==> config.mk <==
export PLATFORM = sky130hd
export DESIGN_NAME = unlock_seq_detector
export DESIGN_NICKNAME = d
export VERILOG_FILES = /design/src/rtl/unlock_seq_detector.sv
export SDC_FILE = /design/constraint.sdc
export NUM_CORES = 1
export LEC_CHECK = 0
export ABC_AREA = 1
export CORE_ASPECT_RATIO = 1.4
export CORE_UTILIZATION = 30
export DETAILED_ROUTE_END_ITERATION = 7
export DONT_BUFFER_PORTS = 1
export HOLD_SLACK_MARGIN = 0.08
export PLACE_DENSITY_LB_ADDON = 0.3
export SLEW_MARGIN = 20
export SYNTH_ARGS = -nofsm -noshare
export SYNTH_HDL_FRONTEND = slang
export SYNTH_SLANG_ARGS = --single-unit
==> constraint.sdc <==
create_clock -name clk -period 3.64 [get_ports clk]
set_input_delay 0.728 -clock clk [delete_from_list [all_inputs] [get_ports clk]]
set_output_delay 0.728 -clock clk [all_outputs]
set_load 0.02 [all_outputs]
==> src/rtl/unlock_seq_detector.sv <==
// Bus-access unlock sequence detector with mismatch lockout and relock code.
// Optional feature: define UNLOCK_TIMEOUT_EN to abandon partial sequences after TIMEOUT_CYC idle clocks.
module unlock_seq_detector #(
    parameter int                          ADDR_W      = 4,
    parameter int                          SEQ_LEN     = 6,
    parameter logic [ADDR_W*SEQ_LEN-1:0]   KEY         = 24'h539BA2,
    parameter logic [ADDR_W-1:0]           RELOCK_CODE = 4'h0,
    parameter int                          MAX_FAIL    = 3,
    parameter int                          LOCKOUT_CYC = 16,
    parameter int                          TIMEOUT_CYC = 64
) (
    input  logic                           clk,
    input  logic                           rst,
    input  logic                           sel,
    input  logic                           wr,
    input  logic [ADDR_W-1:0]              ba,
    output logic                           unlocked,
    output logic [1:0]                     state_o,
    output logic [$clog2(SEQ_LEN+1)-1:0]   idx_o,
    output logic                           fail_pulse,
    output logic                           rd_valid,
    output logic [7:0]                     rd_data
);

    localparam int IDX_W = $clog2(SEQ_LEN + 1);
    localparam int LK_W  = (LOCKOUT_CYC > 1) ? $clog2(LOCKOUT_CYC) : 1;

    typedef enum logic [1:0] {
        ST_IDLE     = 2'd0,
        ST_MATCH    = 2'd1,
        ST_UNLOCKED = 2'd2,
        ST_LOCKOUT  = 2'd3
    } state_t;

    // Out-of-range parameters leave a visible marker block in the elaborated hierarchy.
    if ((ADDR_W < 1) || (ADDR_W > 8) || (SEQ_LEN < 2) || (SEQ_LEN > 16) || (MAX_FAIL < 1) ||
        (MAX_FAIL > 15) || (LOCKOUT_CYC < 1) || (TIMEOUT_CYC < 1)) begin : g_invalid_config
    end

    function automatic logic [ADDR_W-1:0] key_elem(input logic [IDX_W-1:0] idx);
        logic [ADDR_W-1:0] e;
        e = KEY[ADDR_W-1:0];
        for (int i = 0; i < SEQ_LEN; i++) begin
            if (idx == IDX_W'(i)) begin
                e = KEY[ADDR_W*i +: ADDR_W];
            end
        end
        return e;
    endfunction

    function automatic logic [3:0] sat_inc(input logic [3:0] v);
        return (v == 4'hF) ? 4'hF : (v + 4'h1);
    endfunction

    state_t            state_r, state_nxt_s;
    logic [IDX_W-1:0]  idx_r, idx_nxt_s;
    logic [3:0]        fail_r, fail_nxt_s, fail_inc_s;
    logic [LK_W-1:0]   lk_r, lk_nxt_s;
    logic              fail_pulse_s;
    logic              unlocked_r, fail_pulse_r, rd_valid_r;
    logic [7:0]        rd_data_r;
    logic              wr_acc_s, rd_acc_s;

    assign wr_acc_s = sel & wr;
    assign rd_acc_s = sel & ~wr;

`ifdef UNLOCK_TIMEOUT_EN
    localparam int TMO_W = (TIMEOUT_CYC > 1) ? $clog2(TIMEOUT_CYC) : 1;
    logic [TMO_W-1:0] tmo_r, tmo_nxt_s;

    // Idle timer: any write reloads it; it only counts down while a partial sequence is held.
    always_comb begin
        tmo_nxt_s = tmo_r;
        if (wr_acc_s) begin
            tmo_nxt_s = TMO_W'(TIMEOUT_CYC - 1);
        end else if ((state_r == ST_MATCH) && (tmo_r != TMO_W'(0))) begin
            tmo_nxt_s = tmo_r - TMO_W'(1);
        end else begin
            tmo_nxt_s = tmo_r;
        end
    end

    // Idle timer register.
    always_ff @(posedge clk) begin
        if (rst) begin
            tmo_r <= TMO_W'(0);
        end else begin
            tmo_r <= tmo_nxt_s;
        end
    end
`endif

    // Next-state logic: sequence matching, mismatch counting, lockout and relock.
    always_comb begin
        state_nxt_s  = state_r;
        idx_nxt_s    = idx_r;
        fail_nxt_s   = fail_r;
        lk_nxt_s     = lk_r;
        fail_pulse_s = 1'b0;
        fail_inc_s   = sat_inc(fail_r);
        case (state_r)
            ST_IDLE, ST_MATCH: begin
                if (wr_acc_s) begin
                    if (ba == key_elem(idx_r)) begin
                        fail_nxt_s = 4'd0;
                        if (idx_r == IDX_W'(SEQ_LEN - 1)) begin
                            state_nxt_s = ST_UNLOCKED;
                            idx_nxt_s   = IDX_W'(0);
                        end else begin
                            state_nxt_s = ST_MATCH;
                            idx_nxt_s   = idx_r + IDX_W'(1);
                        end
                    end else begin
                        fail_pulse_s = 1'b1;
                        fail_nxt_s   = fail_inc_s;
                        if (fail_inc_s == 4'(MAX_FAIL)) begin
                            state_nxt_s = ST_LOCKOUT;
                            idx_nxt_s   = IDX_W'(0);
                            lk_nxt_s    = LK_W'(LOCKOUT_CYC - 1);
                        end else if (ba == key_elem(IDX_W'(0))) begin
                            // The mismatching element may itself start a fresh attempt.
                            state_nxt_s = ST_MATCH;
                            idx_nxt_s   = IDX_W'(1);
                        end else begin
                            state_nxt_s = ST_IDLE;
                            idx_nxt_s   = IDX_W'(0);
                        end
                    end
`ifdef UNLOCK_TIMEOUT_EN
                end else if ((state_r == ST_MATCH) && (tmo_r == TMO_W'(0))) begin
                    state_nxt_s = ST_IDLE;
                    idx_nxt_s   = IDX_W'(0);
`endif
                end else begin
                    state_nxt_s = state_r;
                end
            end
            ST_UNLOCKED: begin
                if (wr_acc_s && (ba == RELOCK_CODE)) begin
                    state_nxt_s = ST_IDLE;
                end else begin
                    state_nxt_s = ST_UNLOCKED;
                end
            end
            ST_LOCKOUT: begin
                if (lk_r == LK_W'(0)) begin
                    state_nxt_s = ST_IDLE;
                    fail_nxt_s  = 4'd0;
                end else begin
                    lk_nxt_s = lk_r - LK_W'(1);
                end
            end
            default: begin
                state_nxt_s = ST_IDLE;
                idx_nxt_s   = IDX_W'(0);
                fail_nxt_s  = 4'd0;
            end
        endcase
    end

    // State and registered outputs; read status is captured from the pre-access values.
    always_ff @(posedge clk) begin
        if (rst) begin
            state_r      <= ST_IDLE;
            idx_r        <= IDX_W'(0);
            fail_r       <= 4'd0;
            lk_r         <= LK_W'(0);
            unlocked_r   <= 1'b0;
            fail_pulse_r <= 1'b0;
            rd_valid_r   <= 1'b0;
            rd_data_r    <= 8'h00;
        end else begin
            state_r      <= state_nxt_s;
            idx_r        <= idx_nxt_s;
            fail_r       <= fail_nxt_s;
            lk_r         <= lk_nxt_s;
            unlocked_r   <= (state_nxt_s == ST_UNLOCKED);
            fail_pulse_r <= fail_pulse_s;
            rd_valid_r   <= rd_acc_s;
            if (rd_acc_s) begin
                rd_data_r <= {unlocked_r, state_r, fail_r, 1'b0};
            end else begin
                rd_data_r <= rd_data_r;
            end
        end
    end

    assign unlocked   = unlocked_r;
    assign state_o    = state_r;
    assign idx_o      = idx_r;
    assign fail_pulse = fail_pulse_r;
    assign rd_valid   = rd_valid_r;
    assign rd_data    = rd_data_r;

endmodule
==> results of run 1 <==
-- worst max-delay path, stage by stage, from the launching register on --
cell and delay (ns):
dfxtp_1 0.63, inv_2 0.10, ha_1 0.24, a21oi_1 0.25, nand2_1 0.11, nand2_1 0.07, nand2_1 0.05, nor2_2 0.15
nand3_1 0.09, nand2_1 0.07, nand2_1 0.05, nand2_1 0.07, nand2_1 0.07, nor2_2 0.08
-- routing by layer --
metal  vias to the layer above  global-route usage, %  routed length, um
li1                        621                      -                  -
met1                       511                  15.66               1281
met2                        25                  22.30               1305
met3                         2                  2.576                155
met4                         0                  4.286                 25
met5                         -                      0                  0
-- cells by family (layout without fill, tap and decap cells) --
group	Yosys count	count (layout)	share of synthesized area, %
XOR/XNOR	1	1	0.6599
flip-flops	23	23	34.68
buffers and inverters	32	32	9.990
AND/OR/NAND/NOR	103	103	39.49
other	1	1	0.2825
adder cells (fa/ha/maj)	3	3	2.828
AO/OA/AOI/OAI	30	30	12.06
-- stage by stage --
stage	hold WS (ns)	utilization, %	setup WS, ns	cell area (um2)	total power [mW]
6_report	0.4602	33.50	1.536	1420	0.5287
5_1_grt	0.4890	33.50	1.297	1420	0.5586
4_1_cts	0.4644	33.50	1.514	1420	0.5376
3_5_place_dp	0.4525	32.44	1.531	1375	0.3814
3_3_place_gp	0.4437	32.44	1.563	1375	0.3811
2_1_floorplan	0.4380	-	1.845	1328	0.3682
-- cell usage in the layout (no fill, tap or decap), drive strengths merged --
cell type,n
a211oi,1
a21oi,11
a31oi,1
clkbuf,4
conb,1
dfxtp,23
ha,3
inv,28
nand2,51
nand3,23
nand3b,1
nand4,4
nor2,19
nor3,1
nor4,1
o21ai,16
o31ai,1
or2,3
xor2,1
-- worst paths after layout --
path,start,end,slack (ns)
min,lk_r[1]$_SDFFE_PP0P_,lk_r[1]$_SDFFE_PP0P_,0.46
max reg2reg,idx_o[2]$_SDFFE_PP0P_,unlocked$_SDFF_PP0_,1.54
max,idx_o[2]$_SDFFE_PP0P_,unlocked$_SDFF_PP0_,1.54
min reg2reg,lk_r[1]$_SDFFE_PP0P_,lk_r[1]$_SDFFE_PP0P_,0.46
-- sequential cells by signal, indices dropped and copies added, names as in the netlist --
name        flops
rd_data         7
fail_r          4
lk_r            4
idx_o           3
state_o         2
fail_pulse      1
rd_valid        1
unlocked        1
-- layout make-up --
type / count / area (um2)
clock buffer: 4 / 45.04
fill: 475 / 2819
inverter: 28 / 105.1
multi-input combinational: 138 / 734.5
sequential: 23 / 460.4
tap: 60 / 75.07
-- where the power goes --
part / internal [mW] / total (mW) / switching [mW]
sequential: 0.264 / 0.289 / 0.0246
clock: 0.0779 / 0.154 / 0.0760
combinational: 0.0299 / 0.0858 / 0.0559
==> flow_metrics.py, run 1 <==
metrics = {
    "logic_synthesis": {
        "yosysWarningCount": 0,
        "synthesis.nets": 204,
        "synth_top_area_cell": "dfxtp_1",
        "synth_area_leaders": "dfxtp_1 35%, nand2_1 12%, nand3_1 7.2%, inv_1 7.1%, o21ai_0 5.7%",
        "synth_cell_types": 31,
        "synth-seq-area-share_pct": 34.68,
        "synth-seq-cells": 23,
        "syn_area_um2": 1328,
        "yosys-top-cells-count": "44 x nand2_1, 25 x inv_1, 23 x dfxtp_1",
        "synth_ff_type": "dfxtp_1",
        "yosysTopAreaCellShare_pct": 34.68,
        "synthArstFlopShare_pct": 0,
        "synth_most_common_cell": "nand2_1",
        "avgSynthCellArea_um2": 6.878,
        "synth_edf_count": 0,
        "syn-instance-count": 193,
    },
    "placed_design": {
        "place_congestion": 0.8170,
        "placed_cells": 249,
        "dp_hpwl_um": 2194,
        "io_buffers": 0,
    },
    "status": {
        "status": "finished clean",
    },
    "sta": {
        "skew_ns": 0.003341,
        "grt_setup_unrepaired": "no",
        "hold_violations": 0,
        "period_needed_ns": 2.104,
        "worst-slew-pin-transition_ns": 0.7011,
        "clock.fmax_ghz": 0.4753,
        "relSlewSlack_pct": 52.77,
        "fin_crit_sh_pct": 57.80,
        "finalSetupViolCount": 0,
        "tns_ns": 0,
        "finalMaxSlewViolations": 0,
    },
    "pwr": {
        "vdd_drop_max_uv": 266.6,
        "p_leak_nw": 0.6298,
        "power_density_nw_per_um2": 372.3,
    },
    "floorplan": {
        "num_io_pins": 24,
        "core-area_um2": 4239,
        "dieArea_um2": 4699,
        "chipWidth_um": 58.22,
        "placementRows": 28,
        "initial_core_util_pct": 31.32,
        "die-height_um": 80.71,
    },
    "global_routing": {
        "antenna_found_initial": 0,
        "grt_start_max_net_pins": 14,
        "grt_pass1_wl_um": 4788,
        "track_usage_pct": 12.86,
        "grt_pass1_vias": 1131,
        "overflow": 0,
    },
    "routing": {
        "first_pass_iters": 4,
        "wl_um": 2768,
        "postRouteAntennaNets": 0,
        "dr_total_vias": 1159,
        "wl_per_cell_um": 10.94,
        "route.detailed.drc": 0,
        "drt_iter0_drc": 20,
        "vias_per_cell": 4.581,
    },
    "clock_network": {
        "clock_latency_ns": 0.26,
        "htreeDepth": 1,
        "cts.path.max_buffers": 2,
        "clk_pin_slew_ns": 0.08,
        "cts_resized": 0,
        "postCtsHoldBufs": 0,
        "cts_buffers": 3,
        "cts_tree": "done",
        "post_cts_buffers": 0,
        "clkSinkCount": 23,
        "cts-root-buf": "clkbuf_8",
    },
    "layout": {
        "syn_to_final_growth_pct": 6.974,
        "layout.cells.non_filler": 253,
        "num_antenna_cells": 0,
        "nNetsFinal": 205,
        "drive_above_1_share_pct": 13.99,
    },
    "setup_path": {
        "cp-end-kind": "flop",
        "crit_type": "reg2reg",
        "worstPathMaxFanout": 8,
        "crit_path_start_kind": "flop",
        "ff2ff_path_depth": 13,
        "critPathArrivalTime_ns": 2.31,
        "required_ns": 3.84,
    },
    "worst_hold_path": {
        "hp-class": "reg2reg",
        "whs_path_depth": 2,
    },
    "run": {
        "maxCapViolCount": 0,
    },
}
Power figures use the tool's default switching activity.
==> run 2, diff against run 1 <==
==> constraint.sdc (replaced) <==
create_clock -name clk -period 2.15 [get_ports clk]
set_input_delay 0.43 -clock clk [delete_from_list [all_inputs] [get_ports clk]]
set_output_delay 0.43 -clock clk [all_outputs]
set_load 0.02 [all_outputs]
==> run 2 against run 1 <==
Clock-buffer cell count did not move. Critical path depth increased by 1. Cell area up 2.6%. Sequential power rose by 66%. Final cell count grew 2.0%. Setup slack got worse by 1.1 ns. Highest routed layer unchanged.
==> flow_metrics.py, run 2 (synthesized netlist as in run 1, its figures left out) <==
metrics = {
    "sta": {
        "hold_violations": 0,
        "grt_setup_unrepaired": "no",
        "fin_ws_ns": 0.3871,
        "period_needed_ns": 1.763,
        "fin_crit_sh_pct": 81.99,
        "skew_ns": 0.008060,
        "finalSetupViolCount": 0,
        "clock.fmax_ghz": 0.5673,
        "tns_ns": 0,
        "finalMaxSlewViolations": 0,
    },
    "routing": {
        "drt_iter0_drc": 34,
        "route.detailed.drc": 0,
        "first_pass_iters": 4,
        "vias_per_cell": 4.601,
        "postRouteAntennaNets": 0,
        "wl_um": 2828,
        "wl_per_cell_um": 10.96,
        "dr_total_vias": 1187,
    },
    "clock_network": {
        "cts_buffers": 3,
        "htreeDepth": 1,
        "cts-root-buf": "clkbuf_8",
        "postCtsHoldBufs": 0,
        "clock_latency_ns": 0.26,
        "post_cts_buffers": 0,
        "clkSinkCount": 23,
        "cts.path.max_buffers": 2,
        "cts_resized": 0,
        "cts_tree": "done",
        "clk_pin_slew_ns": 0.08,
    },
    "setup_path": {
        "crit_path_start_kind": "flop",
        "worstPathMaxFanout": 3,
        "crit_type": "reg2reg",
        "required_ns": 2.36,
        "cp-end-kind": "flop",
        "critPathArrivalTime_ns": 1.97,
    },
    "layout": {
        "num_antenna_cells": 0,
        "nNetsFinal": 210,
        "seqCellArea_um2": 460.4,
        "largest_reg_flops": 7,
        "drive_above_1_share_pct": 16.16,
        "final_cell_mix": "44 x nand2_1, 25 x inv_1, 23 x dfxtp_1, 19 x nand3_1, 15 x o21ai_0",
        "syn_to_final_growth_pct": 9.802,
        "layout.cells.most_common": "nand2_1",
        "num-fill-cells": 474,
        "multi_input_area_um2": 734.5,
        "stdcell_area_um2": 1458,
    },
    "floorplan": {
        "num_io_pins": 24,
        "dieArea_um2": 4699,
        "initial_core_util_pct": 31.32,
        "chipWidth_um": 58.22,
        "placementRows": 28,
        "die-height_um": 80.71,
        "core-area_um2": 4239,
    },
    "placed_design": {
        "place_congestion": 0.8251,
        "io_buffers": 0,
        "placed_cell_area_um2": 1413,
        "dp_hpwl_um": 2243,
        "place_ws_ns": 0.3865,
    },
    "pwr": {
        "vdd_drop_max_uv": 395.3,
        "p_int_mw": 0.6378,
        "power_frac_seq_pct": 52.7,
        "p_sw_share_pct": 29.76,
        "p_clk_share_pct": 29.1,
        "switching_power_mw": 0.2702,
        "power_density_nw_per_um2": 622.9,
        "p_comb_share_pct": 18.2,
        "p_leak_nw": 0.6559,
    },
    "global_routing": {
        "antenna_found_initial": 0,
        "grt_pass1_vias": 1118,
        "overflow": 0,
        "grt_pass1_wl_um": 4761,
        "track_usage_pct": 13.12,
        "grt_start_max_net_pins": 14,
    },
    "worst_hold_path": {
        "hp-class": "in2reg",
    },
    "run": {
        "maxCapViolCount": 0,
    },
    "status": {
        "status": "finished clean",
    },
}
## run 2: final timing paths
check	start	end	slack (ns)	cells past startpoint
hold / removal	rst	lk_r[2]$_SDFFE_PP0P_	0.21	1
setup reg to reg	idx_o[1]$_SDFFE_PP0P_	unlocked$_SDFF_PP0_	0.39	14
setup / recovery	idx_o[1]$_SDFFE_PP0P_	unlocked$_SDFF_PP0_	0.39	14
hold reg to reg	lk_r[1]$_SDFFE_PP0P_	lk_r[1]$_SDFFE_PP0P_	0.46	2
## run 2: power groups by stage
stage / logic [mW] / clock network [mW] / registers, mW
6_report: 0.166 / 0.264 / 0.479
5_1_grt: 0.190 / 0.292 / 0.482
4_1_cts: 0.167 / 0.275 / 0.479
3_5_place_dp: 0.166 / 0 / 0.489
3_3_place_gp: 0.165 / 0 / 0.489
2_1_floorplan: 0.130 / 0 / 0.493
## run 2: area by class of cell
class                   instances  area share [%]
clock buffers                   4           3.090
inverters                      28           7.210
flip-flops and latches         23           31.59
multi-input cells             138           50.39
repair buffers                  5           2.575
well taps                      60           5.150
## run 2: metal layers
metal  share of wire (%)  global-route usage [%]
met5                   0                       0
met4                 1.8                   5.714
met2                  44                   21.49
met1                  49                   16.60
met3                 5.0                   2.415
## run 2: stage by stage
step / power, mW / hold WS, ns / std cells / utilization (%)
finish: 0.9079 / 0.2125 / 258 / 34.39
global route: 0.9637 / 0.2035 / 258 / 34.39
CTS: 0.9199 / 0.2067 / 258 / 34.39
detailed placement: 0.6544 / 0.4511 / 254 / 33.32
global placement: 0.6532 / 0.4479 / 254 / 33.32
floorplan: 0.6233 / 0.4380 / 193 / -
## run 2: critical path: stages (launching register included)
cell and delay (ns):
dfxtp_1 0.31, nand2_1 0.12, inv_1 0.06, ha_1 0.19
a21oi_1 0.23, nand2_1 0.11, nand2_1 0.07, nand2_1 0.05
nor2_2 0.15, nand3_1 0.09, nand2_1 0.07, nand2_1 0.04
nand2_1 0.06, nand2_1 0.07, nor2_2 0.08
